--- src/rtl/cpu_pkg.sv ---
// Shared CPU definitions: datapath widths and the writeback entry carried through the load buffer.
package cpu_pkg;

  localparam int unsigned XLEN       = 32;
  localparam int unsigned REG_ADDR_W = 5;
  localparam int unsigned NREG       = 32;

  typedef struct packed {
    logic [REG_ADDR_W-1:0] rd;
    logic [XLEN-1:0]       data;
    logic                  from_load;
  } wb_entry_t;

endpackage

--- src/rtl/wb_fifo.sv ---
// Small circular FIFO for load results waiting for the register-file write port.
module wb_fifo #(
  parameter int unsigned Depth = 2,
  parameter type entry_t = cpu_pkg::wb_entry_t
) (
  input  logic   clk,
  input  logic   rst,
  input  logic   push,
  input  entry_t push_data,
  input  logic   pop,
  output entry_t pop_data,
  output logic   full,
  output logic   empty
);

  localparam int unsigned PtrW = (Depth > 1) ? $clog2(Depth) : 1;
  localparam int unsigned CntW = $clog2(Depth + 1);

  entry_t          mem_q [Depth];
  logic [PtrW-1:0] head_q, tail_q;
  logic [CntW-1:0] count_q;
  logic            do_push, do_pop;

  assign full     = (count_q == CntW'(Depth));
  assign empty    = (count_q == '0);
  assign do_push  = push && !full;
  assign do_pop   = pop && !empty;
  assign pop_data = mem_q[head_q];

  // Pointers wrap explicitly so non-power-of-two depths work.
  function automatic logic [PtrW-1:0] ptr_inc(input logic [PtrW-1:0] p);
    return (p == PtrW'(Depth - 1)) ? '0 : p + 1'b1;
  endfunction

  always_ff @(posedge clk) begin
    if (rst) begin
      head_q  <= '0;
      tail_q  <= '0;
      count_q <= '0;
    end else begin
      if (do_push) tail_q <= ptr_inc(tail_q);
      if (do_pop)  head_q <= ptr_inc(head_q);
      if (do_push && !do_pop)      count_q <= count_q + 1'b1;
      else if (do_pop && !do_push) count_q <= count_q - 1'b1;
    end
  end

  always_ff @(posedge clk) begin
    if (do_push) mem_q[tail_q] <= push_data;
  end

endmodule

--- src/rtl/writeback_scoreboard.sv ---
// Register scoreboard plus single write-port arbiter for ALU results and buffered load responses.
module writeback_scoreboard #(
  parameter int unsigned XLEN      = 32,
  parameter int unsigned NREG      = 32,
  parameter int unsigned LDQ_DEPTH = 2
) (
  input  logic            clk,
  input  logic            rst,
  input  logic            iss_valid,
  input  logic            iss_is_load,
  input  logic [4:0]      iss_rd,
  input  logic [4:0]      iss_rs1,
  input  logic [4:0]      iss_rs2,
  output logic            iss_stall,
  input  logic            alu_valid,
  input  logic [4:0]      alu_rd,
  input  logic [XLEN-1:0] alu_data,
  input  logic            ld_valid,
  output logic            ld_ready,
  input  logic [4:0]      ld_rd,
  input  logic [XLEN-1:0] ld_data,
  output logic            wr_ena,
  output logic [4:0]      wr_addr,
  output logic [XLEN-1:0] wr_data,
  output logic [NREG-1:0] busy
);
  import cpu_pkg::*;

  logic [NREG-1:0] busy_q, busy_d;
  logic            wr_ena_q, wr_load_q;
  logic [4:0]      wr_addr_q;
  logic [XLEN-1:0] wr_data_q;

  logic            fifo_full, fifo_empty, fifo_push, fifo_pop;
  wb_entry_t       push_entry, head_entry;

  logic            iss_accept, ld_accept, ld_keep;
  logic            alu_grant, head_grant, byp_grant, grant;
  logic [4:0]      grant_rd;
  logic [XLEN-1:0] grant_data;
  logic            grant_load;

  always_comb begin
    iss_stall = iss_valid && (((iss_rs1 != '0) && busy_q[iss_rs1]) ||
                              ((iss_rs2 != '0) && busy_q[iss_rs2]) ||
                              ((iss_rd  != '0) && busy_q[iss_rd]));
  end

  assign iss_accept = iss_valid && !iss_stall;
  assign ld_ready   = !fifo_full && !rst;
  assign ld_accept  = ld_valid && ld_ready;
  // Loads to x0 are consumed here and never reach the buffer or write port.
  assign ld_keep    = ld_accept && (ld_rd != '0);

  always_comb begin
    alu_grant  = alu_valid && (alu_rd != '0);
    head_grant = !alu_grant && !fifo_empty;
    byp_grant  = !alu_grant && fifo_empty && ld_keep;
    grant      = alu_grant || head_grant || byp_grant;
    grant_rd   = '0;
    grant_data = '0;
    grant_load = 1'b0;
    if (alu_grant) begin
      grant_rd   = alu_rd;
      grant_data = alu_data;
    end else if (head_grant) begin
      grant_rd   = head_entry.rd;
      grant_data = head_entry.data;
      grant_load = head_entry.from_load;
    end else if (byp_grant) begin
      grant_rd   = ld_rd;
      grant_data = ld_data;
      grant_load = 1'b1;
    end
  end

  assign fifo_push  = ld_keep && !byp_grant;
  assign fifo_pop   = head_grant;
  assign push_entry = '{rd: ld_rd, data: ld_data, from_load: 1'b1};

  wb_fifo #(
    .Depth   (LDQ_DEPTH),
    .entry_t (wb_entry_t)
  ) u_ldq (
    .clk       (clk),
    .rst       (rst),
    .push      (fifo_push),
    .push_data (push_entry),
    .pop       (fifo_pop),
    .pop_data  (head_entry),
    .full      (fifo_full),
    .empty     (fifo_empty)
  );

  // Clear lands one edge after the write so readers never see stale register-file data.
  always_comb begin
    busy_d = busy_q;
    if (wr_ena_q && wr_load_q) busy_d[wr_addr_q] = 1'b0;
    if (iss_accept && iss_is_load && (iss_rd != '0)) busy_d[iss_rd] = 1'b1;
    busy_d[0] = 1'b0;
  end

  always_ff @(posedge clk) begin
    if (rst) begin
      busy_q    <= '0;
      wr_ena_q  <= 1'b0;
      wr_load_q <= 1'b0;
      wr_addr_q <= '0;
      wr_data_q <= '0;
    end else begin
      busy_q    <= busy_d;
      wr_ena_q  <= grant;
      wr_load_q <= grant && grant_load;
      if (grant) begin
        wr_addr_q <= grant_rd;
        wr_data_q <= grant_data;
      end
    end
  end

  assign wr_ena  = wr_ena_q;
  assign wr_addr = wr_addr_q;
  assign wr_data = wr_data_q;
  assign busy    = busy_q;

endmodule

--- config.mk ---
export PLATFORM = sky130hd
export DESIGN_NAME = writeback_scoreboard
export DESIGN_NICKNAME = d
export VERILOG_FILES = /design/src/rtl/cpu_pkg.sv /design/src/rtl/wb_fifo.sv /design/src/rtl/writeback_scoreboard.sv
export SDC_FILE = /design/constraint.sdc
export NUM_CORES = 1
export LEC_CHECK = 0
export CORE_MARGIN = 2
export CORE_UTILIZATION = 25
export DETAILED_ROUTE_END_ITERATION = 12
export SLEW_MARGIN = 40
export SYNTH_ARGS = -nofsm -noshare
export SYNTH_HDL_FRONTEND = slang
export SYNTH_SLANG_ARGS = --single-unit
--- constraint.sdc ---
create_clock -name clk -period 4.5 [get_ports clk]
set_clock_uncertainty 0.1 [all_clocks]
set_input_delay 0.9 -clock clk [delete_from_list [all_inputs] [get_ports clk]]
set_output_delay 0.9 -clock clk [all_outputs]
set_load 0.03 [all_outputs]
==> results of run 1 <==
## path summary, 6_finish.rpt
path / cells after the start / from / to
worst max-delay path: 8 / iss_rs2[2] / iss_stall
worst min-delay path: 2 / wr_data[20] / wr_data[20]
worst max register to register: 5 / u_ldq.count_q[0] / u_ldq.mem_q[1][12]
worst min register to register: 2 / wr_data[20] / wr_data[20]
## stage by stage
step / setup WS, ps / util / std cells
finish: 423 / 0.347 / 1230
global route: 295 / 0.347 / 1229
CTS: 59.1 / 0.346 / 1229
detailed placement: 5.64 / 0.325 / 1197
global placement: 55.3 / 0.324 / 1195
floorplan: 659 / - / 686
## power by group
part	internal [W]	total (W)	switching, W
clock network	0.000846	0.00147	0.000628
logic	0.000513	0.00117	0.000657
registers	0.00159	0.00175	0.000155
## state kept, by name (all words and copies together), names as in the netlist, named ones only
signal,cells
u_ldq.count_q,2
wr_addr,5
u_ldq.tail_q,1
wr_data,32
wr_load_q,1
wr_ena,1
u_ldq.mem_q,74
busy,31
u_ldq.head_q,1
## what timing repair did
| item | in CTS | in global routing |
|---|---|---|
| gates resized for setup | 1 | 3 |
| setup endpoints to repair | 1 | 1 |
| cloned | 0 | 0 |
## worst min-delay path, cell delays in order (launching register included)
cell and delay [ps]:
dfxtp_1 310, nand2_1 50, o21ai_1 50
## kinds of logic (layout without fill, tap and decap cells)
logic type | Yosys count | after routing | synth area share
buf+inv | 68 | 227 | 0.0441
mux | 73 | 73 | 0.119
simple gates | 194 | 194 | 0.141
other cells | 1 | 2 | 0.000518
fa+ha+maj | 1 | 1 | 0.00173
flops | 149 | 149 | 0.514
xor+xnor | 4 | 4 | 0.00484
compound gates | 196 | 196 | 0.174
## routing by layer
| layer | vias up | wire [microns] | track usage |
|---|---|---|---|
| met5 | - | 0 | 0 |
| met4 | 0 | 255 | 0.0361 |
| met3 | 19 | 1380 | 0.0359 |
| met2 | 209 | 10200 | 0.237 |
| met1 | 2862 | 10000 | 0.188 |
| li1 | 2881 | - | - |
## area by class of cell
| type | count | area, sq um | area share |
|---|---|---|---|
| Sequential cell | 149 | 3730 | 0.375 |
| Multi-Input combinational cell | 469 | 3240 | 0.326 |
| Timing Repair Buffer | 184 | 1830 | 0.185 |
| Tap cell | 384 | 480 | 0.0484 |
| Clock buffer | 17 | 425 | 0.0428 |
| Clock inverter | 15 | 186 | 0.0188 |
| Inverter | 11 | 41.3 | 0.00416 |
| Antenna cell | 1 | 2.50 | 0.000252 |
## cells in the mapped netlist (3+ instances only)
cell | n | area, sq um
a21oi_1 | 4 | 20.0
mux2_2 | 41 | 462
inv_1 | 11 | 41.3
a31oi_1 | 3 | 18.8
clkbuf_1 | 30 | 113
and3_1 | 3 | 18.8
a22oi_1 | 3 | 22.5
dfxtp_1 | 75 | 1500
nor2_1 | 20 | 75.1
nand2b_1 | 3 | 18.8
o21ai_1 | 59 | 295
xor2_1 | 3 | 26.3
mux2i_1 | 25 | 250
a221oi_1 | 38 | 333
o21ai_0 | 63 | 315
nor2b_1 | 21 | 131
nand2_1 | 60 | 225
nand3b_1 | 19 | 143
nand3_1 | 35 | 175
buf_6 | 4 | 45.0
a311oi_1 | 3 | 26.3
nor3b_1 | 4 | 30.0
nand4_1 | 3 | 18.8
and3b_1 | 3 | 26.3
buf_2 | 21 | 105
mux4_2 | 6 | 135
nor3_1 | 7 | 35.0
edfxtp_1 | 74 | 2220
o22ai_1 | 4 | 25.0
==> key figures, run 1 <==
Outcome
  – Status: finished, final reports clean

CTS
  – CTS sink count: 149
  – Clock latency on the worst-skew pair: 410 ps
  – Clock slew at reported path FFs: 70 ps
  – Max Buffers Root-to-Sink: 2
  – Hold-fix buffers at CTS: 0
  – Max H-tree Level: 4
  – CTS buffer count: 17
  – CTS root buf: clkbuf_16
  – TritonCTS clock tree: built
  – Post-CTS setup buffer count: 0

STA
  – WHS: 348 ps
  – Rel. slew slack: 0.418
  – Setup violators final: 0
  – Final Hold Fails: 0
  – Max-slew violation count: 0
  – Setup TNS: 0 ps
  – Period minus WS final: 4080 ps
  – Worst-Margin Slew: 871 ps
  – Fin crit share: 0.906
  – RSZ-0062 raised after global routing: no
  – Fmax: 245 MHz

Cells and area
  – Post-route cell area: 9940 sq um
  – Most frequent cells in the layout: 162 x clkdlybuf4s50_1, 74 x dfxtp_1, 74 x edfxtp_1, 62 x o21ai_0, 60 x nand2_1
  – Commonest non-fill, non-tap cell in the layout: clkdlybuf4s50_1
  – Nets: 928
  – Layout cell share with drive strength beyond 1: 0.138
  – Fillers: 2830
  – P&R area growth vs syn: 37.3%

Floorplanning
  – Initial core utilization: 0.253
  – # IOs: 167
  – Die H: 174 microns
  – Core area: 28600 sq um
  – Placement Rows: 62
  – Die Width: 174 microns
  – DIE AREA: 30300 sq um

Synth
  – Synth Flop Type: dfxtp_1
  – Post-synthesis net count: 782
  – Library cells used by synthesis: 61
  – Sequential share of the synthesized area: 0.514
  – EDFF count, synth: 74
  – Yosys warning count: 0
  – Synth Cell Area: 7240 sq um
  – Fraction of registers with async set/reset: 0
  – Seq cells post-synth: 149
  – Syn avg cell area: 10.6 sq um
  – Mapped Cells: 686

Global route
  – GRT Util Overall: 0.143
  – Number of global-route vias before repair: 5955
  – Gr ovfl total: 0
  – First-pass GRT wire length: 34100 microns
  – Initial antenna violation count: 1
  – Largest net degree at the start of global routing: 42

Setup path
  – R2r setup slk: 2050 ps
  – CP Class: in2out
  – Worst Path Required: 3500 ps
  – Worst path arrival time: 3080 ps
  – Slowest CP cell: clkdlybuf4s50_1
  – Cell Chain, Critical Path: clkdlybuf4s50_1 -> buf_4 -> mux4_2 -> nor3b_1 -> nor4_2 -> a221o_1 -> o21a_1 -> dlymetal6s2s_1
  – Crit. End Element: output pin
  – Buf+Inv Stages, Crit Path: 3
  – CP startpoint kind: input pin
  – Slowest stage delay, CP: 640 ps
  – Critical Path Fanout Max: 6
  – Crit path max-delay family: buffers and inverters

Placed design
  – Placer Congestion: 0.884
  – Dpl hpwl: 15200 microns
  – Port-buffer cells: 165
  – DP Area: 9310 sq um

Hold path
  – HP Class: reg2reg

Drt
  – ANT nets after route: 0
  – Final WL: 21800 microns
  – First-pass iteration count of the detailed router: 4
  – Via count: 5971
  – Vias per cell: 4.85
  – Routed len/inst: 17.7 microns
  – DRC: 0
  – 1st-iter DRT viols: 344

Power
  – Peak VDD IR: 0.250 mV
  – PwrDens: 442 nW/um^2
  – Leak pwr: 3.28 nW
  – Total Power: 0.00439 W

Flow run
  – Max cap viols: 0
Power figures use the tool's default switching activity.
==> run 2: changes to the inputs <==
--- a/config.mk
+++ b/config.mk
@@ -5,10 +5,12 @@
 export SDC_FILE = /design/constraint.sdc
 export NUM_CORES = 1
 export LEC_CHECK = 0
+export ABC_AREA = 1
 export CORE_MARGIN = 2
 export CORE_UTILIZATION = 25
 export DETAILED_ROUTE_END_ITERATION = 12
 export SLEW_MARGIN = 40
 export SYNTH_ARGS = -nofsm -noshare
 export SYNTH_HDL_FRONTEND = slang
+export SYNTH_HIERARCHICAL = 1
 export SYNTH_SLANG_ARGS = --single-unit
==> key figures, run 2 <==
Outcome
  – Status: finished, final reports clean

Synth
  – Synth Flop Type: edfxtp_1
  – Share of the synthesized area in the top cell type: 0.298
  – Count leader, synth: nand2_1
  – Syn avg cell area: 8.66 sq um
  – Mapped Cells: 884
  – Commonest cells post-synth: 239 x nand2_1, 96 x nand3_1, 76 x edfxtp_1, 75 x dfxtp_1, 65 x inv_1
  – Top cells by area, synth: edfxtp_1 30%, dfxtp_1 20%, nand2_1 12%
  – Fraction of registers with async set/reset: 0
  – Library cells used by synthesis: 37
  – Sequential share of the synthesized area: 0.494
  – Cell taking the most area after synthesis: edfxtp_1
  – Yosys warning count: 6
  – Synth Cell Area: 7660 sq um
  – Seq cells post-synth: 151
  – EDFF count, synth: 76

CTS
  – Max Buffers Root-to-Sink: 2
  – CTS sink count: 151
  – Post-CTS setup buffer count: 0
  – Clock slew at reported path FFs: 60 ps
  – CTS resizes: 0
  – CTS buffer count: 17
  – TritonCTS clock tree: built
  – Clock latency on the worst-skew pair: 410 ps
  – CTS root buf: clkbuf_16
  – Hold-fix buffers at CTS: 0
  – Max H-tree Level: 4

Floorplanning
  – DIE AREA: 32100 sq um
  – # IOs: 167
  – Die Width: 179 microns
  – Die H: 179 microns
  – Core area: 30300 sq um
  – Placement Rows: 64
  – Initial core utilization: 0.252

Setup path
  – Worst path arrival time: 3330 ps
  – CP Class: in2out
  – Worst Path Required: 3500 ps
  – Crit. End Element: output pin
  – Critical Path Fanout Max: 9
  – CP startpoint kind: input pin
  – FF-to-FF path depth: 8

STA
  – Fin crit share: 0.963
  – Max-slew violation count: 0
  – Setup TNS: 0 ps
  – Worst-Margin Slew: 773 ps
  – WHS: 404 ps
  – RSZ-0062 raised after global routing: no
  – Period minus WS final: 4330 ps
  – Rel. slew slack: 0.481
  – Fmax: 231 MHz
  – Setup violators final: 0
  – Final Hold Fails: 0

Global route
  – GRT Util Overall: 0.158
  – Number of global-route vias before repair: 6797
  – Initial antenna violation count: 3
  – First-pass GRT wire length: 38800 microns
  – Largest net degree at the start of global routing: 72
  – Gr ovfl total: 0

Placed design
  – Dpl hpwl: 17800 microns
  – Placer Congestion: 0.925
  – Port-buffer cells: 165

Cells and area
  – Most frequent cells in the layout: 239 x nand2_1, 164 x clkdlybuf4s50_1, 96 x nand3_1, 76 x edfxtp_1, 74 x dfxtp_1
  – Nets: 1129
  – Ant diodes: 0
  – Max FFs per register: 76
  – Largest reg by FF count: u_ldq/mem_q
  – Layout cell share with drive strength beyond 1: 0.103
  – P&R area growth vs syn: 33.6%
  – Fillers: 3145
  – Commonest non-fill, non-tap cell in the layout: nand2_1

Drt
  – WL met3: 2340 microns
  – Met2 WL: 11300 microns
  – Via count: 6965
  – Routed len/inst: 17.5 microns
  – DRC: 0
  – Top sig layer: met5
  – Vias per cell: 4.83
  – First-pass iteration count of the detailed router: 5
  – Final WL: 25200 microns
  – ANT nets after route: 0
  – Metal-1 WL: 11100 microns
  – 1st-iter DRT viols: 560

Flow run
  – Max cap viols: 0

Power
  – Total Power: 0.00355 W
  – Peak VDD IR: 0.239 mV
  – PwrDens: 347 nW/um^2
  – Leak pwr: 3.54 nW

Hold path
  – HP Class: reg2reg
  – Worst hold path depth: 2
==> run 2: kinds of logic (layout without fill, tap and decap cells) <==
kind of cell	count (synthesis)	in the layout	share of synthesized area
DFF	151	151	0.494
adders and majority gates	1	1	0.00163
other	2	3	0.000980
muxes	38	38	0.0657
AOI/OAI and AO/OA	116	116	0.0964
buffers and inverters	123	284	0.0799
and+or+nand+nor	453	453	0.262
==> run 2: cell type report <==
type | count | area [sq um] | area share
Clock buffer | 20 | 437 | 0.0427
Clock inverter | 12 | 105 | 0.0103
Inverter | 70 | 270 | 0.0264
Multi-Input combinational cell | 611 | 3300 | 0.322
Sequential cell | 151 | 3780 | 0.370
Tap cell | 396 | 495 | 0.0484
Timing Repair Buffer | 182 | 1840 | 0.180
==> run 2: final timing paths <==
path,startpoint,endpoint,slack (ps)
min reg2reg,wr_data[16],wr_data[16],400
max,iss_rd[1],iss_stall,170
min,wr_data[16],wr_data[16],400
max reg2reg,u_ldq/count_q[0],wr_data[22],2150
==> run 2: metal layers <==
metal,track usage,vias to the layer above
met3,0.0422,26
met1,0.210,3256
met5,0,-
li1,-,3356
met4,0.0498,2
met2,0.250,325
==> run 2: report_power, final <==
part / switching, W / internal (W)
clock network: 0.000549 / 0.000758
registers: 0.0000486 / 0.00152
logic: 0.000397 / 0.000273
==> run 2: critical path, stage by stage <==
cell and delay [ps]:
clkdlybuf4s50_1 720, inv_6 110, nor2_4 230, nand2_1 80, o211ai_1 80, nand2_1 70
nand2_1 80, nor2_1 50, nand2_2 110, nor2_8 50, a21boi_0 140, clkdlybuf4s50_1 700
==> run 2: stage by stage <==
step | utilization | cell area [sq um] | instances | setup WS [ps]
4_1_cts | 0.337 | 10200 | 1442 | 178
3_5_place_dp | 0.319 | 9690 | 1410 | 177
6_report | 0.337 | 10200 | 1442 | 168
5_1_grt | 0.337 | 10200 | 1442 | 22.3
3_3_place_gp | 0.319 | 9690 | 1410 | 179
2_1_floorplan | - | 7660 | 885 | 418
